[src/rtl/regfile_mp.sv]
// rtl/regfile_mp.sv - parametrised multi-port register file with two prioritised write ports
module regfile_mp #(
   parameter int DATA_W   = 32,
   parameter int ADDR_W   = 5,
   parameter int NREAD    = 2,
   parameter int ZERO_REG = 1,
   parameter int BYPASS   = 1,
   parameter int REG_READ = 0
) (
   input  logic                    clock,
   input  logic                    ctrl_reset,
   input  logic                    ctrl_writeEnA,
   input  logic [ADDR_W-1:0]       ctrl_writeRegA,
   input  logic [DATA_W-1:0]       data_writeRegA,
   input  logic                    ctrl_writeEnB,
   input  logic [ADDR_W-1:0]       ctrl_writeRegB,
   input  logic [DATA_W-1:0]       data_writeRegB,
   input  logic [NREAD*ADDR_W-1:0] ctrl_readReg,
   output logic [NREAD*DATA_W-1:0] data_readReg
);

   localparam int DEPTH = 1 << ADDR_W;

   logic [DATA_W-1:0] regs [DEPTH];

   // Effective write strobes: a write to register 0 is dropped when it is hardwired.
   logic wr_a;
   logic wr_b;

   assign wr_a = ctrl_writeEnA && !((ZERO_REG != 0) && (ctrl_writeRegA == '0));
   assign wr_b = ctrl_writeEnB && !((ZERO_REG != 0) && (ctrl_writeRegB == '0));

   // Storage update: reset wins over writes; port B is applied last so it wins a collision.
   always_ff @(posedge clock) begin
      if (ctrl_reset) begin
         for (int i = 0; i < DEPTH; i++) begin
            regs[i] <= '0;
         end
      end else begin
         if (wr_a) begin
            regs[ctrl_writeRegA] <= data_writeRegA;
         end
         if (wr_b) begin
            regs[ctrl_writeRegB] <= data_writeRegB;
         end
      end
   end

   for (genvar p = 0; p < NREAD; p++) begin : g_rd
      logic [ADDR_W-1:0] addr;
      logic [DATA_W-1:0] val;

      assign addr = ctrl_readReg[p*ADDR_W +: ADDR_W];

      // Read select: stored value, overridden by same-cycle write data (B over A), zero for reg 0.
      always_comb begin
         val = regs[addr];
         if ((BYPASS != 0) && !ctrl_reset) begin
            if (ctrl_writeEnA && (ctrl_writeRegA == addr)) begin
               val = data_writeRegA;
            end
            if (ctrl_writeEnB && (ctrl_writeRegB == addr)) begin
               val = data_writeRegB;
            end
         end
         if ((ZERO_REG != 0) && (addr == '0)) begin
            val = '0;
         end
      end

      if (REG_READ != 0) begin : g_reg
         logic [DATA_W-1:0] q;

         // Registered read: capture the selected value every edge, cleared by reset.
         always_ff @(posedge clock) begin
            if (ctrl_reset) begin
               q <= '0;
            end else begin
               q <= val;
            end
         end

         assign data_readReg[p*DATA_W +: DATA_W] = q;
      end else begin : g_comb
         assign data_readReg[p*DATA_W +: DATA_W] = val;
      end
   end

endmodule
[config.mk]
export PLATFORM = sky130hd
export DESIGN_NAME = regfile_mp
export DESIGN_NICKNAME = d
export VERILOG_FILES = /design/src/rtl/regfile_mp.sv
export SDC_FILE = /design/constraint.sdc
export NUM_CORES = 2
export LEC_CHECK = 0
export ABC_CLOCK_PERIOD_IN_PS = 5500
export CAP_MARGIN = 30
export CORE_MARGIN = 2
export CORE_UTILIZATION = 45
export CTS_CLUSTER_DIAMETER = 200
export DETAILED_ROUTE_END_ITERATION = 16
export DONT_BUFFER_PORTS = 1
export PLACE_DENSITY = 0.66
export SYNTH_ARGS = -nofsm -noshare
export SYNTH_HDL_FRONTEND = slang
export SYNTH_SLANG_ARGS = --single-unit
[constraint.sdc]
create_clock -name clock -period 5.5 [get_ports clock]
set_clock_uncertainty 0.2 [all_clocks]
set_input_delay 1.1 -clock clock [delete_from_list [all_inputs] [get_ports clock]]
set_output_delay 1.1 -clock clock [all_outputs]
set_load 0.02 [all_outputs]
== Word-level counts from Yosys, hierarchy flattened ==
Memories as Yosys holds them, arrays and structs flattened.
Index checks and enable logic that the tools add are counted.

* $add $sub $neg: 0
* $mul: 0
* Div/mod/pow operators: 0
* Magnitude comparators: 0
* Eq/ne operators: 4
* Shift-type cells: 0
* Muxes and demuxes: 22
* Bitwise gates (word level): 0
* Reduce and logical (&&, ||, !) cells: 14

{| class="wikitable"
|+ Operators by type and width
! kind !! number
|-
| $mux W32 || 10
|-
| $reduce_or A32 Y1 || 2
|-
| $eq A5 B5 Y1 || 4
|-
| $logic_not A5 Y1 || 4
|-
| $mux W1 || 10
|-
| $mux W5 || 2
|-
| $logic_and A1 B1 Y1 || 6
|-
| $logic_not A1 Y1 || 2
|}

* Bits in registers: 0
* Bits in latches: 0
* RAM bits: 1,024
* Memory bits (read-only): 0
* Input port bits: 88
* Output and inout bits: 64
* Logic and storage cells: 41
* Memories kept: 1

{| class="wikitable"
|+ Memories
! name !! words !! bits a word !! read ports !! clocked after memory_dff !! write ports !! line !! source
|-
| regs || 32 || 32 || 2 || 0 || 32 || 24 || <nowiki>logic [DATA_W-1:0] regs [DEPTH];</nowiki>
|}

== Depth between registers and ports, before layout ==
* Depth after elaboration: 8
* Gate-level depth with buffers: 8
* Mapped depth without buffers: 5

== Worst setup path after synthesis ==
No wires, ideal clock.

* Path kind: input port to flip-flop
* From: input port ctrl_writeRegA[4]
* To: memory regs[4][0] (enable)
* Library setup time: 0.466 ns
* Arrival: 4.099 ns
* Data required time: 4.834 ns
* Slack: 0.735 ns
* Stages on the path: 4
* Buffers on the path: 2
* Path through: buf_2 > or3b_1 > buf_2 > o21ai_0

{| class="wikitable"
|+ RTL lines
! item !! line !! source
|-
| start, declared || 13 || <nowiki>input logic [ADDR_W-1:0] ctrl_writeRegA,</nowiki>
|-
| end, declared || 24 ||
|}

== Worst setup path after layout ==
* From: input port ctrl_readReg[6]
* To: output port data_readReg[45]

* Cells in the longest elaborated chain, start to end: 6
* Elaborated cells between the ends (all ways): 10
* Those cells by class: eq/ne: 2; mux: 4; reduce/logical: 3; memory: 1

{| class="wikitable"
|+ RTL lines
! item !! line !! source
|-
| start, declared || 18 || <nowiki>input logic [NREAD*ADDR_W-1:0] ctrl_readReg,</nowiki>
|-
| parallel branches: the longest is 5 deep, another holds $mem_v2 Z32 W32 || - ||
|-
| $mux W32 * || 66 || <nowiki>if ((ZERO_REG != 0) && (addr == '0)) begin</nowiki>
|-
| end, declared || 19 || <nowiki>output logic [NREAD*DATA_W-1:0] data_readReg</nowiki>
|}

Every way passes the cells marked *.

==> out/summary.txt <==
Setup crit end kind -> primary output
Largest Register -> regs
CTS root buf -> clkbuf_16
GRT overflow -> 0
Worst EP required -> 4200 ps
Maximum net fanout on the critical path -> 515
Hold buffer count at cts -> 0
Slew @ Worst Pin -> 3775 ps
Clk buf depth -> 3
Worst Hold Depth -> 0
Height of the die -> 375.1 µm
IO Port Bufs -> 0
RePlAce Congestion -> 0.9205
Final WS setup -> -780.7 ps
Post-route ant nets -> 0
Share of post-route cells with drive strength above 1 -> 0.1211
Failing checks -> max-slew violations, negative setup slack
RSZ-0062 raised after global routing -> no
Avg Synthesized Cell Area -> 12.29 µm²
Nets -> 4808
Die area -> 140700 µm²
Horiz. Die Dim -> 375.1 µm
Regs by FF count -> regs x1024
Dominant cells by area after synthesis -> edfxtp_1 (50%), mux2i_1 (17%), a22o_1 (14%)
Startpoint Class -> input port
WP data arrival -> 4980 ps
Crit Path Category -> input port to primary output
Vias in the first global route -> 48480
Count of final setup violators -> 64
Detailed placement HPWL -> 155900 µm
Leakage -> 24.61 nW
Max Cap Violations -> 0
Synth Register Bits -> 1024
Period minus WS final -> 6281 ps
Synth cell types -> 50
Rel. slew slack -> -1.517
Commonest non-fill, non-tap cells in the layout -> mux2i_1 (1024), edfxtp_1 (1024), a22o_1 (992), a22oi_1 (512), nand3_1 (260)
Yosys Warn Count -> 0
Sink Count -> 1024
CTS tree -> yes
Total power -> 19.49 mW
# resized after CTS -> 0
DRC -> 0
H-tree depth -> 3
Vias -> 51600
Area grow syn2layout -> 8.987%
FFs w/ async S/R, synth -> 0
Worst hold endpoint -> regs[0][27]
Final Max Tran Viols -> 836
Max reg flops -> 1024
Clk slew on worst S/H paths -> 60 ps
Syn Std Cell Area -> 61960 µm²
DR iter-0 viols -> 9385
Sequential area share after synthesis -> 0.4963
WL per Instance -> 41.10 µm
Fmax -> 159.2 MHz
Worst path max stage delay -> 640 ps
Area leader, netlist -> edfxtp_1
CP Cell Sequence -> mux2i_1 -> a22oi_1 -> nand3_1 -> and4_1 -> o32ai_1 -> buf_4
Detailed Route WL -> 271800 µm
CTS Buf Count -> 111
Initial antenna violation count -> 14
Min-delay src -> ctrl_reset
P per Cell Area -> 288.6 nW/µm²
Initial Util -> 0.4523
Row cnt -> 136
Worst hold margin -> 240.9 ps
VDD IR max -> 297.7 µV
Top cell type's share of synthesized area -> 0.4963
Pin count of the biggest net entering global routing -> 516
Boundary pin count -> 152
Mapped Cells -> 5042
Post-synth EDFFs -> 1024
Final worst path period share -> 1.142
First-pass GRT wire length -> 370900 µm
Gr usage total -> 0.3709
Top FF cell, synth -> edfxtp_1
Status -> finished with violations
Post-CTS setup buffer count -> 0
Final Hold Vio Count -> 0
DR pass1 iterations -> 9
Core area -> 137000 µm²
Critical-path top delay cell -> mux2i_1
Worst hold-check path type -> input port to register
Vias per cell -> 7.802
-- synthesized netlist by cell type, drive strengths merged, types with 18 or more instances --
library cell,n
a31oi,64
a22oi,512
nor2,67
buf,297
edfxtp,1024
inv,33
and4,64
or3,18
nor3,96
o32ai,64
a22o,992
mux2i,1024
clkbuf,438
nand3,261
-- per-stage QoR --
| stage | util | setup TNS (ps) | setup slack, ps | std cells | area [µm²] |
|---|---|---|---|---|---|
| final | 0.4929 | -37050 | -780.7 | 6614 | 67520 |
| after global routing | 0.4928 | 0 | 99.31 | 6608 | 67510 |
| after CTS | 0.4922 | 0 | 575.0 | 6604 | 67420 |
| after detailed placement | 0.4659 | 0 | 590.1 | 6397 | 63820 |
| after global placement | 0.4646 | 0 | 515.8 | 6389 | 63640 |
| after floorplan | - | 0 | 735.3 | 5073 | 62070 |
-- worst max-delay path by stage --
stage / from / end / cells past startpoint / slack (ps)
6_report: ctrl_readReg[6] / data_readReg[45] / 6 / -780
4_1_cts: ctrl_readReg[6] / data_readReg[45] / 7 / 570
3_5_place_dp: ctrl_readReg[6] / data_readReg[45] / 7 / 590
2_1_floorplan: ctrl_writeRegA[4] / regs[4][0] / 4 / 740
3_3_place_gp: ctrl_readReg[1] / data_readReg[15] / 7 / 520
5_1_grt: ctrl_readReg[6] / data_readReg[45] / 7 / 100
-- report_power, final --
group,internal [mW],leakage (nW),switching [mW]
logic,0.993,13.1,1.53
registers,9.06,9.77,0.251
clock network,4.27,1.74,3.39
-- critical path, delay by kind of cell --
kind	cells	cell delay, ps
compound gates	2	670
buf+inv	1	220
mux	1	640
simple gates	2	560
-- cell type report --
cell class | instances | area (µm²)
Clock buffer | 130 | 2892
Tap cell | 1794 | 2245
Sequential cell | 1024 | 30750
Multi-Input combinational cell | 3281 | 28260
Antenna cell | 6 | 15.01
Clock inverter | 77 | 705.7
Fill cell | 11620 | 69460
Timing Repair Buffer | 269 | 2535
Inverter | 33 | 123.9
-- layer usage --
| metal | vias up | part of all wire | global-route usage | wire [µm] |
|---|---|---|---|---|
| met5 | - | 0.0015 | 0.01990 | 411 |
| met3 | 1186 | 0.16 | 0.1590 | 44350 |
| met1 | 25610 | 0.35 | 0.4591 | 94280 |
| li1 | 19870 | - | - | - |
| met2 | 4919 | 0.41 | 0.5273 | 112200 |
| met4 | 16 | 0.076 | 0.2359 | 20540 |
-- logic make-up (layout without fill, tap and decap cells) --
family	Yosys count	after routing	share of synthesized area
multiplexers	1024	1024	0.1654
AO/OA/AOI/OAI	1649	1649	0.2236
buffers and inverters	768	509	0.05842
AND/OR/NAND/NOR	556	556	0.05338
other	1	38	0.00006053
flip-flops	1024	1024	0.4963
XOR/XNOR	20	20	0.002827
No activity file was read; power rests on OpenSTA's default activity.
